### src/rtl/fifo_arb_pkg.sv
// Shared types and helpers for the FIFO write-port arbiter
// and the round-robin pick logic reused by the read-side scheduler.
package fifo_arb_pkg;

    typedef enum logic [0:0] {
        IDLE = 1'b0,
        OWN  = 1'b1
    } arb_state_e;

    // True when an index of width w can address all n requesters.
    function automatic bit idw_fits(int n, int w);
        return (w >= 1) && ((1 << w) >= n);
    endfunction

endpackage

### src/rtl/fifo_wr_arbiter_rr_pick.sv
// Combinational round-robin search: first set request at or above
// start, wrapping modulo NREQ (NREQ need not be a power of two).
module rr_pick
    import fifo_arb_pkg::*;
#(
    parameter int NREQ = 4,
    parameter int IDW  = $clog2(NREQ)
) (
    input  logic [NREQ-1:0] req,
    input  logic [IDW-1:0]  start,
    output logic            found,
    output logic [IDW-1:0]  idx
);

    localparam logic [IDW:0] NREQ_W = (IDW+1)'(NREQ);

    if (!idw_fits(NREQ, IDW)) begin : g_bad_idw
        $error("rr_pick: IDW too narrow for NREQ");
    end

    logic [NREQ-1:0] rot;
    logic [IDW:0]    j;
    logic [IDW-1:0]  pos;
    logic [IDW:0]    sum;

    // Rotate so start sits at bit 0, take lowest set bit, map back.
    always_comb begin
        rot = '0;
        j   = '0;
        for (int i = 0; i < NREQ; i++) begin
            j = {1'b0, start} + (IDW+1)'(i);
            if (j >= NREQ_W) j = j - NREQ_W;
            rot[i] = req[j[IDW-1:0]];
        end
        pos = '0;
        for (int i = NREQ-1; i >= 0; i--) begin
            if (rot[i]) pos = IDW'(i);
        end
        sum = {1'b0, start} + {1'b0, pos};
        if (sum >= NREQ_W) sum = sum - NREQ_W;
        idx   = sum[IDW-1:0];
        found = |req;
    end

endmodule

### src/rtl/fifo_wr_arbiter.sv
// Round-robin arbiter sharing one FIFO write port among NREQ
// producers, with bounded bursts and gapless handover.
module fifo_wr_arbiter
    import fifo_arb_pkg::*;
#(
    parameter int NREQ      = 4,
    parameter int WIDTH     = 8,
    parameter int MAX_BURST = 4,
    parameter int IDW       = $clog2(NREQ)
) (
    input  logic                  clk,
    input  logic                  rst_n,
    input  logic [NREQ-1:0]       req,
    input  logic [NREQ*WIDTH-1:0] req_data,
    output logic [NREQ-1:0]       gnt,
    output logic [NREQ-1:0]       accept,
    output logic [IDW-1:0]        owner,
    output logic                  busy,
    input  logic                  fifo_full,
    output logic                  fifo_write,
    output logic [WIDTH-1:0]      fifo_data_in
);

    localparam int CW = $clog2(MAX_BURST + 1);

    arb_state_e      state_q, state_d;
    logic [NREQ-1:0] gnt_q, gnt_d;
    logic [IDW-1:0]  owner_q, owner_d;
    logic [IDW-1:0]  rr_ptr_q, rr_ptr_d;
    logic [CW-1:0]   burst_cnt_q, burst_cnt_d;

    logic            own_req;
    logic            acc_any;
    logic            last_beat;
    logic            rel;
    logic [IDW-1:0]  next_ptr;
    logic [IDW-1:0]  pick_start;
    logic            pick_found;
    logic [IDW-1:0]  pick_idx;

    assign gnt = gnt_q;

    // Per-cycle accept, FIFO write strobe and data mux for the owner.
    always_comb begin
        busy         = (state_q == OWN);
        own_req      = |(gnt_q & req);
        acc_any      = busy & own_req & ~fifo_full;
        accept       = acc_any ? (gnt_q & req) : '0;
        fifo_write   = acc_any;
        owner        = owner_q;
        fifo_data_in = '0;
        if (busy) begin
            for (int i = 0; i < NREQ; i++) begin
                if (owner_q == IDW'(i)) begin
                    fifo_data_in = req_data[i*WIDTH +: WIDTH];
                end
            end
        end
    end

    // Release detection and the search start for re-arbitration.
    always_comb begin
        last_beat  = acc_any && (burst_cnt_q == CW'(MAX_BURST - 1));
        rel        = busy && (!own_req || last_beat);
        next_ptr   = (owner_q == IDW'(NREQ - 1)) ? '0 : owner_q + 1'b1;
        pick_start = busy ? next_ptr : rr_ptr_q;
    end

    rr_pick #(
        .NREQ (NREQ),
        .IDW  (IDW)
    ) u_pick (
        .req   (req),
        .start (pick_start),
        .found (pick_found),
        .idx   (pick_idx)
    );

    // Grant FSM: acquire from idle, count burst, hand over on release.
    always_comb begin
        state_d     = state_q;
        gnt_d       = gnt_q;
        owner_d     = owner_q;
        rr_ptr_d    = rr_ptr_q;
        burst_cnt_d = burst_cnt_q;
        unique case (state_q)
            IDLE: begin
                if (pick_found) begin
                    state_d     = OWN;
                    owner_d     = pick_idx;
                    gnt_d       = NREQ'(1) << pick_idx;
                    burst_cnt_d = '0;
                end
            end
            OWN: begin
                if (rel) begin
                    rr_ptr_d    = next_ptr;
                    burst_cnt_d = '0;
                    if (pick_found) begin
                        owner_d = pick_idx;
                        gnt_d   = NREQ'(1) << pick_idx;
                    end else begin
                        state_d = IDLE;
                        gnt_d   = '0;
                    end
                end else if (acc_any) begin
                    burst_cnt_d = burst_cnt_q + 1'b1;
                end
            end
        endcase
    end

    // State registers; reset drops any grant immediately.
    always_ff @(posedge clk or negedge rst_n) begin
        if (!rst_n) begin
            state_q     <= IDLE;
            gnt_q       <= '0;
            owner_q     <= '0;
            rr_ptr_q    <= '0;
            burst_cnt_q <= '0;
        end else begin
            state_q     <= state_d;
            gnt_q       <= gnt_d;
            owner_q     <= owner_d;
            rr_ptr_q    <= rr_ptr_d;
            burst_cnt_q <= burst_cnt_d;
        end
    end

endmodule

### config.mk
export PLATFORM = sky130hd
export DESIGN_NAME = fifo_wr_arbiter
export DESIGN_NICKNAME = d
export VERILOG_FILES = /design/src/rtl/fifo_arb_pkg.sv /design/src/rtl/fifo_wr_arbiter_rr_pick.sv /design/src/rtl/fifo_wr_arbiter.sv
export SDC_FILE = /design/constraint.sdc
export NUM_CORES = 1
export LEC_CHECK = 0
export ABC_AREA = 1
export ABC_CLOCK_PERIOD_IN_PS = 2800
export CORE_MARGIN = 8
export CORE_UTILIZATION = 40
export DETAILED_ROUTE_END_ITERATION = 10
export MAX_ROUTING_LAYER = met4
export PLACE_DENSITY = 0.88
export SYNTH_ARGS = -nofsm -noshare
export SYNTH_HDL_FRONTEND = slang
export SYNTH_SLANG_ARGS = --single-unit
### constraint.sdc
create_clock -name clk -period 2.8 [get_ports clk]
set_input_delay 0.42 -clock clk [delete_from_list [all_inputs] [get_ports clk]]
set_output_delay 0.42 -clock clk [all_outputs]
set_load 0.02 [all_outputs]
# After elaboration in Yosys (flattened, before gate mapping)
# Index checks and enable logic that the tools add are counted.
# classes
addsub	11
n_lt_le_gt_ge	9
n_eq_ne	7
shift	1
mux	39
n_bitwise	5
n_reduce_logical	10
# ops
op	n
$mux 8	5
$mux 2	13
$mux 4	4
$ge 3x3->1 const B	4
$lt 2x3->1 const B	4
$sub 2x1->2 const B	5
$mux 3	3
$bmux 1 s2	4
$pmux 4 s2	1
$reduce_or 4->1	2
$add 2x2->3 const B	2
$mux 1	6
$pmux 3 s2	1
$reduce_and 2->1	3
$and 4x4->4	1
$eq 2x2->1 const B	2
$pmux 2 s2	1
$shl 1x2->4 const A	1
$add 2x1->3 const B	1
$add 2x2->3	1
$add 3x1->3 const B	1
$eq 3x2->1 const B	1
$ge 2x3->1 const B	1
$ne 3x1->1 const B	1
11 further kinds	14
# totals
ff_bits	12
inputBits	39
out_inout_bits	20
wordCells	87

# Depth between registers and ports, before layout
# depth
word_depth	19
depth_mapped	18
depth_no_buf	18

# Hierarchy
# From an unflattened synthesis, not the netlist that was laid out.
# hier_totals
cells_unflattened	210
area_unflattened_um2	1323.8
# modules_own_cells
mod	instances	cells_each	area_per_inst_um2	seq_area_each_um2
fifo_wr_arbiter	1	154	1056.0	300.3
rr_pick	1	56	267.8	0.0

# Least setup slack after synthesis
# OpenSTA, ideal clock, no wires.
# synth_timing
path_kind	register -> register
startpoint	register owner_q[0], in the netlist owner[0]
endpoint	register gnt_q[0], in the netlist gnt[0]
arrival_time_ns	2.316
path_slack_ns	0.368
stages_incl_launch_ff	19
n_path_buf	0
path_cell_list	dfrtp_1 inv_1 ha_1 inv_1 nand2_1 nand2_2 nand2_1 nand2_1 nand2_1 nand2_2 a31oi_1 nor2_1 ha_1 xor2_1 inv_1 nand2_2 nand2_1 nand2_1 nand2_1
# synth_between
elab_chain_len	19
word_cells_on_any_way	40
# synth_lines
element	line_no	rtl
from (decl)	fifo_wr_arbiter.sv:28	logic [IDW-1:0] owner_q, owner_d;
from (signal assigned)	fifo_wr_arbiter.sv:124	owner_q <= owner_d;
$add 2x1->2 or $eq 2x2->1 (tied branches)	fifo_wr_arbiter.sv:65	next_ptr = (owner_q == IDW'(NREQ - 1)) ? '0 : owner_q + 1'b1;
$mux 2 *	fifo_wr_arbiter.sv:65	
named net next_ptr[1]	fifo_wr_arbiter.sv:36	logic [IDW-1:0] next_ptr;
$mux 2 *	fifo_wr_arbiter.sv:66	pick_start = busy ? next_ptr : rr_ptr_q;
$add 2x2->3	fifo_wr_arbiter_rr_pick.sv:31	j = {1'b0, start} + (IDW+1)'(i);
$ge 3x3->1 or $sub 2x1->2 (tied branches)	fifo_wr_arbiter_rr_pick.sv:32	if (j >= NREQ_W) j = j - NREQ_W;
$mux 2	fifo_wr_arbiter_rr_pick.sv:32	
$bmux 1 s2	fifo_wr_arbiter_rr_pick.sv:33	rot[i] = req[j[IDW-1:0]];
$mux 1 (not written as such)	fifo_wr_arbiter_rr_pick.sv:33	
$mux 2 (4 in a row)	fifo_wr_arbiter_rr_pick.sv:37	if (rot[i]) pos = IDW'(i);
$add 2x2->3 *	fifo_wr_arbiter_rr_pick.sv:39	sum = {1'b0, start} + {1'b0, pos};
$ge 3x3->1 or $sub 2x1->2 (tied branches)	fifo_wr_arbiter_rr_pick.sv:40	if (sum >= NREQ_W) sum = sum - NREQ_W;
$mux 2 *	fifo_wr_arbiter_rr_pick.sv:40	
$shl 1x2->4 *	fifo_wr_arbiter.sv:91, fifo_wr_arbiter.sv:101	
$mux 4	fifo_wr_arbiter.sv:99	if (pick_found) begin
$mux 4	fifo_wr_arbiter.sv:96	if (rel) begin
$pmux 4 s2 *	fifo_wr_arbiter.sv:86	unique case (state_q)
to (signal assigned)	fifo_wr_arbiter.sv:123	gnt_q <= gnt_d;
to (decl)	fifo_wr_arbiter.sv:27	logic [NREQ-1:0] gnt_q, gnt_d;
# The timed path passes the listed nets; every way through them passes the cells marked *. The select of a mux whose other input is x is not followed.
# A chain may end at the register's enable or synchronous reset.

# Worst setup path after layout
# layout_timing
startpoint	input req[1]
endpoint	output accept[3]
# layout_between
elab_chain_len	5
# layout_lines
element	line_no	rtl
from (decl)	fifo_wr_arbiter.sv:13	input logic [NREQ-1:0] req,
$and 4x4->4	fifo_wr_arbiter.sv:46	own_req = |(gnt_q & req);
$reduce_or 4->1	fifo_wr_arbiter.sv:46	
$and 1x1->1 (2 in a row)	fifo_wr_arbiter.sv:47	acc_any = busy & own_req & ~fifo_full;
$mux 4	fifo_wr_arbiter.sv:48	accept = acc_any ? (gnt_q & req) : '0;
to (decl)	fifo_wr_arbiter.sv:16	output logic [NREQ-1:0] accept,
# No other way between the ends.

==> impl_metrics.csv <==
group,metric,value,unit
drt,via_per_inst,4.95,
sta,setup_viol,0,
clocking,clockBufferDepth,2,
yosys,synth.distinct_cells,24,
finish,drive_above_1_share,11.8,%
drt,dr.pass1.iters,4,
power_and_ir_drop,switching_power,1.24,mW
power_and_ir_drop,pwr_density_cell,1190,mW/mm²
clocking,cts_root_buffer,"clkbuf_4",
job,drv_cap,0,
clocking,cts_buffers,3,
run_status,outcome,"completed",
global_routing,grt_use_met2,28.3,%
sta,fin_crit,2.65,ns
clocking,cts_sinks,12,
power_and_ir_drop,p_sw_share,53.8,%
floorplanning,start_util,41.7,%
sta,hold_viol_final,0,
yosys,synth.net_count,244,
place,gp_congestion,0.875,
power_and_ir_drop,p_seq_share,13.0,%
finish,area_delta_synth_final,52.7,%
floorplanning,die_area,0.00521,mm²
sta,drv_slew,0,
drt,drtIter0Drc,58,
worst_setup_path,rrSetupSlack,0.36,ns
worst_setup_path,cp_slowest_stage_delay,0.61,ns
yosys,synthCells,198,
power_and_ir_drop,irDropWorstVdd,0.000529,V
sta,fin_skew,0.00451,ns
global_routing,grtUsageTotal,15.5,%
yosys,yosysSeqAreaShare,23.8,%
clocking,clkTransAtPathRegs,0.07,ns
worst_setup_path,critPathTopFamily,"buffers and inverters",
sta,maxSlewHeadroom,63.3,%
global_routing,grt_pass1_wl,6460,µm
global_routing,use_met1,17.2,%
worst_setup_path,crit_fanout,5,
sta,max_freq,378,MHz
sta,setup-tns-final,0,ns
yosys,yosys-top-cells-area,"dfrtp_1 24%, nand2_1 17%, nor2_1 7.1%",
sta,worst_pin_slew,0.549,ns
yosys,postSynthAreaPerCell,6.37,µm²
yosys,ys.warnings.count,0,
sta,hold_slack,0.489,ns
global_routing,grt_overflow,0,
finish,num_antenna_cells,0,
finish,layout.nets,303,
worst_setup_path,reg2reg_to,"gnt[0]",
worst_setup_path,endpoint_kind,"primary output",
place,io_buffers,58,
yosys,ys_ff_latch,12,
place,dpl.hpwl,3150,µm
worst_setup_path,reg2reg_depth,18,
clocking,tritoncts,"yes",
worst_setup_path,arrival,2.23,ns
clocking,clock_latency,0.28,ns
sta,post-route-period-util,94.5,%
floorplanning,die_h,72.2,µm
floorplanning,core-area,0.00303,mm²
worst_setup_path,r2r_start,"owner[0]",
yosys,synth_top_area_share,23.8,%
floorplanning,rows,20,
place,dpl_worst_slack,0.148,ns
worst_setup_path,cp_cell_sequence,"clkdlybuf4s50_1, nand2_1, nand4_1, nand2_1, nor2_1, inv_2, nor2_1, clkdlybuf4s50_1",
worst_setup_path,setup.worst_path.class,"in2out",
yosys,async_reset_ff_share,100,%
floorplanning,design.portCount,59,
power_and_ir_drop,p_leak,0.978,nW
worst_setup_path,path_buf_inv,3,
floorplanning,die_x,72.2,µm
drt,drt_wl_total,3890,µm
yosys,synth_edf_count,0,
worst_setup_path,critPathSlowestCell,"clkdlybuf4s50_1",
power_and_ir_drop,internal-power,1.06,mW
worst_setup_path,cp.required,2.38,ns
drt,drc,0,
min_path,worst_hold_path_type,"in2async",
finish,num-fill-cells,268,
yosys,ys.flop_type,"dfrtp_1",
global_routing,grt_pass1_vias,1463,
global_routing,grt_max_degree,17,
yosys,synthMostInstantiatedCell,"nand2_1",
global_routing,busiest_layer,"met2",
sta,fin_ws,0.154,ns
power_and_ir_drop,pwr-share-comb,82.2,%
power_and_ir_drop,clockPowerShare,4.8,%
global_routing,antenna_found_initial,0,
yosys,synth_top_area_cell,"dfrtp_1",
drt,via_count,1479,
drt,ant_nets,0,
clocking,cts_setup_buffers,0,
sta,rsz0062_at_grt,"no",
clocking,htree_levels,1,
global_routing,grt_use_met3,2.20,%
worst_setup_path,startpoint_type,"input port",
yosys,synth.cell_area,0.00126,mm²
yosys,synth_common_cells,"57 x nand2_1, 24 x nor2_1, 17 x a21oi_1, 17 x inv_1, 12 x dfrtp_1",
drt,wl_per_cell,13.0,µm
flip-flops by register name, indices dropped and copies added, names as in the netlist:
register,count
rr_ptr_q,2
busy,1
owner,2
burst_cnt_q,3
gnt,4
stage by stage:
step	util, %	area, µm²	std cells	total power, mW
detailed placement	62.0	1880	296	2.21
global route	63.6	1930	299	2.53
finish	63.6	1930	299	2.30
floorplan	-	1260	198	1.60
CTS	62.9	1910	299	2.33
global placement	62.0	1880	296	2.17
metal layers:
| layer | share of wire (%) | vias up |
|---|---|---|
| li1 | - | 762 |
| met1 | 42 | 670 |
| met2 | 52 | 40 |
| met3 | 4.5 | 7 |
| met4 | 1.5 | 0 |
| met5 | 0 | - |
cell families (layout without fill, tap and decap cells):
group,count (synthesis),in the layout,share of synthesized area [%]
buf+inv,26,83,8.93
compound gates,43,43,19.0
flops,12,12,23.8
xor+xnor,1,1,0.695
simple gates,109,109,40.6
fa+ha+maj,7,7,6.94
worst reg2reg max path: stages, from the launching register on:
cell,delay (ns)
dfrtp_1,0.42
inv_2,0.10
ha_2,0.35
inv_1,0.06
nand2_1,0.07
nand2_2,0.08
nand2_1,0.06
nand2_1,0.06
nand2_1,0.07
nand2_2,0.07
a31oi_1,0.15
nor2_1,0.06
ha_1,0.18
xor2_1,0.22
inv_1,0.08
nand2_2,0.11
nand2_1,0.08
nand2_1,0.07
nand2_1,0.05
cell type report:
class	count	area, µm²	area share, %
Clock buffer	3	22.5	1.17
Inverter	19	71.3	3.70
Multi-Input combinational cell	160	853	44.3
Sequential cell	12	300	15.6
Tap cell	44	55.1	2.86
Timing Repair Buffer	61	623	32.4
power groups by stage:
stage	logic, mW	clock network, mW	registers [mW]
5_1_grt	2.11	0.118	0.307
3_5_place_dp	1.91	0	0.300
2_1_floorplan	1.26	0	0.341
3_3_place_gp	1.87	0	0.300
4_1_cts	1.92	0.112	0.297
6_report	1.89	0.110	0.298
how the worst max path moves through the flow:
stage	startpoint	end	depth (start not counted)
floorplan	owner[0]	gnt[0]	18
global placement	req[2]	accept[2]	8
detailed placement	req[3]	accept[3]	8
CTS	owner[0]	fifo_data_in[5]	7
global route	req[2]	accept[2]	8
finish	req[1]	accept[3]	8
cells in the final DEF, fill, tap and decap left out, drive strengths merged:
cell type      netlist  layout
buf                  3       3
inv                 19      19
dfrtp               12      12
a21oi               17      17
a31oi                1       1
nand2               73      73
clkbuf               4       3
clkdlybuf4s50        0      50
o21ai               15      15
o211ai               1       1
dlymetal6s2s         0       8
nand3b               1       1
o22ai                1       1
xor2                 1       1
nand4                3       3
nand3                7       7
ha                   7       7
o31ai                8       8
nor2                25      25
what timing repair did:
| item | 4_1_cts | 5_1_grt |
|---|---|---|
| setup endpoints to repair | 8 | 8 |
| hold buffers | 0 | 0 |
| resized for setup | 3 | 9 |
No activity file was read; power rests on OpenSTA's default activity.
